`src/rtl/stage_loader.sv`:
```
// Stage loader: clears every object slot table, then streams one stage's records from a
// synchronous ROM into per-type slot writes and scalar registers. Optional: STAGE_LOADER_CHECKSUM_EN.
module stage_loader #(
  parameter int COORD_W     = 13,
  parameter int NUM_STAGES  = 4,
  parameter int STAGE_W     = 2,
  parameter int STAGE_DEPTH = 256,
  parameter int ADDR_W      = 10,
  parameter int MAX_SLOTS   = 64,
  parameter int SLOT_W      = 6,
  parameter int MAX_ENEMY   = 16
) (
  input  logic               clk,
  input  logic               rst_n,
  input  logic               load_req,
  input  logic [STAGE_W-1:0] stage_sel,
  output logic               busy,
  output logic               done,
  output logic               rom_en,
  output logic [ADDR_W-1:0]  rom_addr,
  input  logic [31:0]        rom_data,
  output logic               obj_we,
  output logic [3:0]         obj_type,
  output logic [SLOT_W-1:0]  obj_idx,
  output logic [COORD_W-1:0] obj_x,
  output logic [COORD_W-1:0] obj_y,
  output logic [1:0]         obj_state,
  output logic [COORD_W-1:0] mario_x,
  output logic [COORD_W-1:0] mario_y,
  output logic [COORD_W-1:0] castle_x,
  output logic [COORD_W-1:0] castle_y,
  output logic [COORD_W-1:0] map_width,
  output logic               err_overflow,
`ifdef STAGE_LOADER_CHECKSUM_EN
  output logic               err_checksum,
`endif
  output logic               err_noend
);

  localparam int OFF_W     = $clog2(STAGE_DEPTH);
  localparam int CNT_W     = SLOT_W + 1;
  localparam int NUM_LISTS = 5;

  localparam logic [3:0] R_END    = 4'd0;
  localparam logic [3:0] R_MARIO  = 4'd1;
  localparam logic [3:0] R_GOOMBA = 4'd2;
  localparam logic [3:0] R_TURTLE = 4'd3;
  localparam logic [3:0] R_BOX    = 4'd4;
  localparam logic [3:0] R_PIPE   = 4'd5;
  localparam logic [3:0] R_COIN   = 4'd6;
  localparam logic [3:0] R_CASTLE = 4'd7;
  localparam logic [3:0] R_MAPW   = 4'd8;

  typedef enum logic [1:0] {S_IDLE, S_CLEAR, S_STREAM, S_DONE} state_e;

  if (NUM_STAGES > (1 << STAGE_W) || NUM_STAGES * STAGE_DEPTH > (1 << ADDR_W)) begin : g_param_check
    $error("stage_loader: STAGE_W or ADDR_W too narrow for NUM_STAGES*STAGE_DEPTH");
  end

  state_e             r_state;
  logic               r_busy, r_done;
  logic               r_fetch_en, r_dec_valid;
  logic [ADDR_W-1:0]  r_rom_addr;
  logic [OFF_W-1:0]   r_offset;
  logic [STAGE_W-1:0] r_stage;
  logic               r_obj_we;
  logic [3:0]         r_obj_type;
  logic [SLOT_W-1:0]  r_obj_idx;
  logic [COORD_W-1:0] r_obj_x, r_obj_y;
  logic [1:0]         r_obj_state;
  logic [COORD_W-1:0] r_mario_x, r_mario_y, r_castle_x, r_castle_y, r_map_width;
  logic               r_err_overflow, r_err_noend;
  logic [CNT_W-1:0]   r_cnt [NUM_LISTS];
`ifdef STAGE_LOADER_CHECKSUM_EN
  logic [27:0]        r_xor;
  logic               r_err_checksum;
`endif

  logic [3:0]         w_type;
  logic [COORD_W-1:0] w_x, w_y;
  logic [1:0]         w_state;
  logic               w_is_list;
  logic [2:0]         w_lidx;
  logic [CNT_W-1:0]   w_limit, w_cnt_cur;
  logic               w_room, w_end_hit;
  logic [ADDR_W-1:0]  w_base;

  assign w_type    = rom_data[31:28];
  assign w_x       = rom_data[27:15];
  assign w_y       = rom_data[14:2];
  assign w_state   = rom_data[1:0];
  assign w_base    = ADDR_W'(r_stage) * ADDR_W'(STAGE_DEPTH);
  assign w_end_hit = r_dec_valid && (w_type == R_END);

  always_comb begin
    // NOTE: every signal gets its default first, so no path through the block can infer a latch.
    w_is_list = 1'b0;
    w_limit   = CNT_W'(MAX_ENEMY);
    w_lidx    = '0;
    case (w_type)
      R_GOOMBA, R_TURTLE, R_PIPE: w_is_list = 1'b1;
      R_BOX, R_COIN: begin
        w_is_list = 1'b1;
        w_limit   = CNT_W'(MAX_SLOTS);
      end
      default: ;
    endcase
    if (w_is_list) w_lidx = w_type[2:0] - 3'd2;
  end

  assign w_cnt_cur = r_cnt[w_lidx];
  assign w_room    = w_cnt_cur < w_limit;

  always_ff @(posedge clk) begin
    if (!rst_n) begin
      r_state        <= S_IDLE;
      r_busy         <= 1'b0;
      r_done         <= 1'b0;
      r_fetch_en     <= 1'b0;
      r_dec_valid    <= 1'b0;
      r_rom_addr     <= '0;
      r_offset       <= '0;
      r_stage        <= '0;
      r_obj_we       <= 1'b0;
      r_obj_type     <= '0;
      r_obj_idx      <= '0;
      r_obj_x        <= '0;
      r_obj_y        <= '0;
      r_obj_state    <= '0;
      r_mario_x      <= '0;
      r_mario_y      <= '0;
      r_castle_x     <= '0;
      r_castle_y     <= '0;
      r_map_width    <= '0;
      r_err_overflow <= 1'b0;
      r_err_noend    <= 1'b0;
      // NOTE: the per-type counters are a few flops, not a RAM, so each one is reset explicitly.
      for (int i = 0; i < NUM_LISTS; i++) r_cnt[i] <= '0;
`ifdef STAGE_LOADER_CHECKSUM_EN
      r_xor          <= '0;
      r_err_checksum <= 1'b0;
`endif
    end else begin
      // NOTE: sequential state uses <= only, so every branch below reads the pre-edge r_* values.
      r_done   <= 1'b0;
      r_obj_we <= 1'b0;
      case (r_state)
        S_IDLE: begin
          if (load_req) begin
            r_state        <= S_CLEAR;
            r_busy         <= 1'b1;
            r_stage        <= stage_sel;
            r_obj_we       <= 1'b1;
            r_obj_type     <= '0;
            r_obj_idx      <= '0;
            r_obj_x        <= '0;
            r_obj_y        <= '0;
            r_obj_state    <= '0;
            r_mario_x      <= '0;
            r_mario_y      <= '0;
            r_castle_x     <= '0;
            r_castle_y     <= '0;
            r_map_width    <= '0;
            r_err_overflow <= 1'b0;
            r_err_noend    <= 1'b0;
            for (int i = 0; i < NUM_LISTS; i++) r_cnt[i] <= '0;
`ifdef STAGE_LOADER_CHECKSUM_EN
            r_xor          <= '0;
            r_err_checksum <= 1'b0;
`endif
          end
        end

        S_CLEAR: begin
          if (r_obj_idx == SLOT_W'(MAX_SLOTS - 1)) begin
            r_state    <= S_STREAM;
            r_fetch_en <= 1'b1;
            r_rom_addr <= w_base;
            r_offset   <= '0;
          end else begin
            r_obj_we  <= 1'b1;
            r_obj_idx <= r_obj_idx + 1'b1;
          end
        end

        S_STREAM: begin
          r_dec_valid <= rom_en;
          // Address holds at the last word of the stage rather than running into the next one.
          if (rom_en) begin
            if (r_offset == OFF_W'(STAGE_DEPTH - 1)) begin
              r_fetch_en <= 1'b0;
            end else begin
              r_rom_addr <= r_rom_addr + 1'b1;
              r_offset   <= r_offset + 1'b1;
            end
          end
          if (r_dec_valid) begin
            if (w_type == R_END) begin
              r_fetch_en <= 1'b0;
              r_state    <= S_DONE;
              r_done     <= 1'b1;
              r_busy     <= 1'b0;
`ifdef STAGE_LOADER_CHECKSUM_EN
              r_err_checksum <= (rom_data[27:0] != r_xor);
`endif
            end else begin
`ifdef STAGE_LOADER_CHECKSUM_EN
              r_xor <= r_xor ^ rom_data[27:0];
`endif
              case (w_type)
                R_MARIO: begin
                  r_mario_x <= w_x;
                  r_mario_y <= w_y;
                end
                R_CASTLE: begin
                  r_castle_x <= w_x;
                  r_castle_y <= w_y;
                end
                R_MAPW: r_map_width <= w_x;
                default: ;
              endcase
              if (w_is_list) begin
                if (w_room) begin
                  r_obj_we      <= 1'b1;
                  r_obj_type    <= w_type;
                  r_obj_idx     <= w_cnt_cur[SLOT_W-1:0];
                  r_obj_x       <= w_x;
                  r_obj_y       <= w_y;
                  r_obj_state   <= (w_type == R_BOX) ? w_state : 2'd0;
                  r_cnt[w_lidx] <= w_cnt_cur + 1'b1;
                end else begin
                  r_err_overflow <= 1'b1;
                end
              end
              // Fetching has stopped and this last word was not END: the stage is unterminated.
              if (!r_fetch_en) begin
                r_state     <= S_DONE;
                r_done      <= 1'b1;
                r_busy      <= 1'b0;
                r_err_noend <= 1'b1;
              end
            end
          end
        end

        S_DONE: begin
          r_state     <= S_IDLE;
          r_dec_valid <= 1'b0;
        end

        default: r_state <= S_IDLE;
      endcase
    end
  end

  // rom_en drops combinationally on END so the already prefetched word is simply never used.
  assign rom_en       = r_fetch_en & ~w_end_hit;
  assign rom_addr     = r_rom_addr;
  assign busy         = r_busy;
  assign done         = r_done;
  assign obj_we       = r_obj_we;
  assign obj_type     = r_obj_type;
  assign obj_idx      = r_obj_idx;
  assign obj_x        = r_obj_x;
  assign obj_y        = r_obj_y;
  assign obj_state    = r_obj_state;
  assign mario_x      = r_mario_x;
  assign mario_y      = r_mario_y;
  assign castle_x     = r_castle_x;
  assign castle_y     = r_castle_y;
  assign map_width    = r_map_width;
  assign err_overflow = r_err_overflow;
  assign err_noend    = r_err_noend;
`ifdef STAGE_LOADER_CHECKSUM_EN
  assign err_checksum = r_err_checksum;
`endif

endmodule

```
`config.mk`:
```
export PLATFORM = sky130hd
export DESIGN_NAME = stage_loader
export DESIGN_NICKNAME = d
export VERILOG_FILES = /design/src/rtl/stage_loader.sv
export SDC_FILE = /design/constraint.sdc
export NUM_CORES = 1
export LEC_CHECK = 0
export BUFFER_PORTS_ARGS = -buffer_cell sky130_fd_sc_hd__buf_4
export CAP_MARGIN = 20
export CORE_MARGIN = 4
export CORE_UTILIZATION = 59
export CTS_CLUSTER_SIZE = 16
export DETAILED_ROUTE_END_ITERATION = 16
export PLACE_DENSITY = 0.89
export SLEW_MARGIN = 20
export SYNTH_ARGS = -nofsm -noshare
export SYNTH_HDL_FRONTEND = slang
export SYNTH_SLANG_ARGS = --single-unit
```
`constraint.sdc`:
```
create_clock -name clk -period 8.1 [get_ports clk]
set_input_delay 0.81 -clock clk [delete_from_list [all_inputs] [get_ports clk]]
set_output_delay 0.81 -clock clk [all_outputs]
set_load 0.005 [all_outputs]
```
==> flow_summary.toml <==
[run_status]
run_status = "finished clean"

[sta]
report.final.slew_viol_count = 0
rsz0062_at_grt = "false"
finalWorstSetupSlack_ps = 3570
setup_viol = 0
fin_crit_sh_pct = 55.9
tightest_slew_ps = 1020
worst_hold_slack_ps = 467
skew_ps = 5.99
relSlewSlack_pct = 31.2
tns_ps = 0
hold_viol = 0
fmax_mhz = 221
fin_crit_ps = 4530

[synth]
syn_area_per_cell_sq_um = 8.76
ys_warn_count = 0
synth_edf_count = 35
synthTopCellsByArea = "dfxtp_1, edfxtp_1, nor2_1"
synth_ff_type = "dfxtp_1"
synth.ff_latch_count = 167
synth.distinct_cells = 71
ys_seq_area_share_pct = 49.2
synth_area_sq_um = 7500
synth_top_area_cell = "dfxtp_1"
synth_common_cells = "nor2_1, dfxtp_1, nand2_1, a21oi_1, clkbuf_1"
synth.most_common_cell = "nor2_1"
synthArstFlopShare_pct = 0
syn_inst = 856
syn_nets = 903
synth_top_area_share_pct = 35.2

[setup_path]
path_max_fanout = 24
worst_setup_path_start_kind = "primary input"
path_buf_inv = 2
reg2reg_slack_ps = 4170
cp-end-kind = "flop"
path_cells = "buf_4, and2_1, xnor2_1, or2_2, a222oi_1, inv_1, ha_1, nor2_1, a31o_2, nand4_1, o21ai_0"
r2r_cells = 8
cp.depth = 11
slowest_delay_ps = 920
worst_ep_arrival_time_ps = 4580
cp-startpoint = "rom_data[28]"
reg2reg_to = "r_cnt[4][3]$_SDFFCE_PN0P_"
crit_family = "compound AO/OA/AOI/OAI gates"
cp_slowest_cell = "o21ai_0"
required_ps = 8150
r2r_start = "r_cnt[2][6]$_SDFFCE_PN0P_"
critPathCapture = "r_cnt[4][3]$_SDFFCE_PN0P_"
path_class = "primary input to flop"

[power_and_ir_drop]
peakVddDrop_v = 0.000195
power_leakage_nw = 3.51
power_frac_seq_pct = 38.1
p_sw_w = 0.000938
p_comb_share_pct = 31.0
internal_power_w = 0.00163
fin_total_pwr_w = 0.00257
power_density_nw_per_um2 = 279
clkPwrFrac_pct = 30.9
p_sw_share_pct = 36.6

[routing]
vias = 6975
viasPerCell = 6.04
firstDrtPassIters = 5
wl_met1_mm = 8.72
wl_met2_mm = 10.3
highest_layer = "met4"
routed_wl_mm = 22.3
wl_met3_mm = 2.43
dr.first_iter.drc_count = 803
remaining_drc_errors = 0
drtAntennaViolNets = 0
avgRoutedWirePerCell_microns = 19.3

[place]
gp_congestion = 0.975
placed_area_sq_um = 8640
hpwl_mm = 15.1
numPortBuffers = 155
place_ws_ps = 3240

[clock_tree]
cts_resized = 0
numCtsBuffers = 17
clkLatencyLatePin_ps = 430
numClockSinks = 167
path_clk_slew_ps = 60
postCtsHoldBufs = 0
cts_root_buf = "clkbuf_16"
cts_tree = "done"
cts-htree-levels = 4
cts_setup_buffers = 0
cts_max_path_buffers = 2

[floorplan]
chipWidth_microns = 121
die_area_sq_um = 14600
die_y_microns = 121
pin_count = 156
coreArea_sq_um = 12200
start_util_pct = 61.4
rows = 40

[finish]
num_antenna_cells = 0
layout-drive-gt1-share_pct = 22.2
stdcell_area_sq_um = 9210
fin_nets = 1020
syn2layout_area_growth_pct = 22.8

[global_routing]
grt_max_degree = 80
grt_usage_pct = 30.3
grt_pass1_wl_mm = 34.9
antenna_found_initial = 0
grt.overflow.total = 0
first_global_vias = 6623

[run]
max_cap_viol_count = 0

[worst_hold_path]
hold_path_class = "flop to flop"
## per-stage QoR
step | utilization (%) | instances
3_5_place_dp | 70.8 | 1122
4_1_cts | 75.5 | 1154
6_report | 75.5 | 1154
3_3_place_gp | 70.8 | 1122
5_1_grt | 75.5 | 1154
2_1_floorplan | - | 856
## metal layers
| metal | vias to the layer above | track usage, % |
|---|---|---|
| li1 | 3268 | - |
| met1 | 3281 | 37.9 |
| met2 | 358 | 48.6 |
| met3 | 68 | 10.2 |
| met4 | 0 | 11.7 |
| met5 | - | 0 |
## cell usage in the layout, fill, tap and decap left out, drive strengths merged, types with 20 or more instances in the layout
cell type / synthesis / final
a21oi: 62 / 62
edfxtp: 35 / 35
clkbuf: 43 / 21
dfxtp: 132 / 132
nand2: 92 / 92
nor2: 157 / 157
buf: 21 / 162
nor3: 20 / 20
a31oi: 33 / 33
nand3: 33 / 33
o22ai: 29 / 29
## registers in the layout (all words and copies together), names as in the netlist, 8 cells and up
name       cells
r_cnt         35
obj_y         13
r_offset       8
castle_y      13
obj_x         13
mario_y       13
rom_addr      10
castle_x      13
mario_x       13
map_width     13
## cells by family after synthesis
logic type,after synthesis,share of synthesized area (%)
adders and majority gates,10,1.67
xor gates and xnor gates,21,2.55
muxes,9,1.23
DFF,167,49.2
and+or+nand+nor,381,23.8
buffers and inverters,76,4.65
AOI/OAI and AO/OA,192,16.8
## power by group through the flow
stage / combinational (W) / clock (W) / sequential (W)
3_5_place_dp: 0.000773 / 0 / 0.000992
6_report: 0.000795 / 0.000793 / 0.000979
5_1_grt: 0.000858 / 0.000831 / 0.000984
2_1_floorplan: 0.000542 / 0 / 0.000980
4_1_cts: 0.000780 / 0.000796 / 0.000976
3_3_place_gp: 0.000759 / 0 / 0.000991
## worst min-delay path, delay by kind of cell, from the launching register on
family / cells / cell delay [ps]
flops: 1 / 320
simple gates: 2 / 100
## worst min path at each step
stage / from / to / slack [ps] / cells past startpoint
2_1_floorplan: obj_type[3]$_SDFFE_PN0P_ / obj_type[3]$_SDFFE_PN0P_ / 430 / 2
3_3_place_gp: obj_type[3]$_SDFFE_PN0P_ / obj_type[3]$_SDFFE_PN0P_ / 430 / 2
6_report: obj_type[3]$_SDFFE_PN0P_ / obj_type[3]$_SDFFE_PN0P_ / 470 / 2
4_1_cts: obj_type[3]$_SDFFE_PN0P_ / obj_type[3]$_SDFFE_PN0P_ / 460 / 2
5_1_grt: obj_type[3]$_SDFFE_PN0P_ / obj_type[3]$_SDFFE_PN0P_ / 480 / 2
3_5_place_dp: obj_type[3]$_SDFFE_PN0P_ / obj_type[3]$_SDFFE_PN0P_ / 450 / 2
## cell type report
type	count	area, sq um
Multi-Input combinational cell	613	3480
Clock inverter	11	123
Tap cell	168	210
Inverter	12	45.0
Timing Repair Buffer	162	1220
Fill cell	893	3000
Clock buffer	21	450
Sequential cell	167	3690
Note: power is estimated with default switching activity, not from simulation.
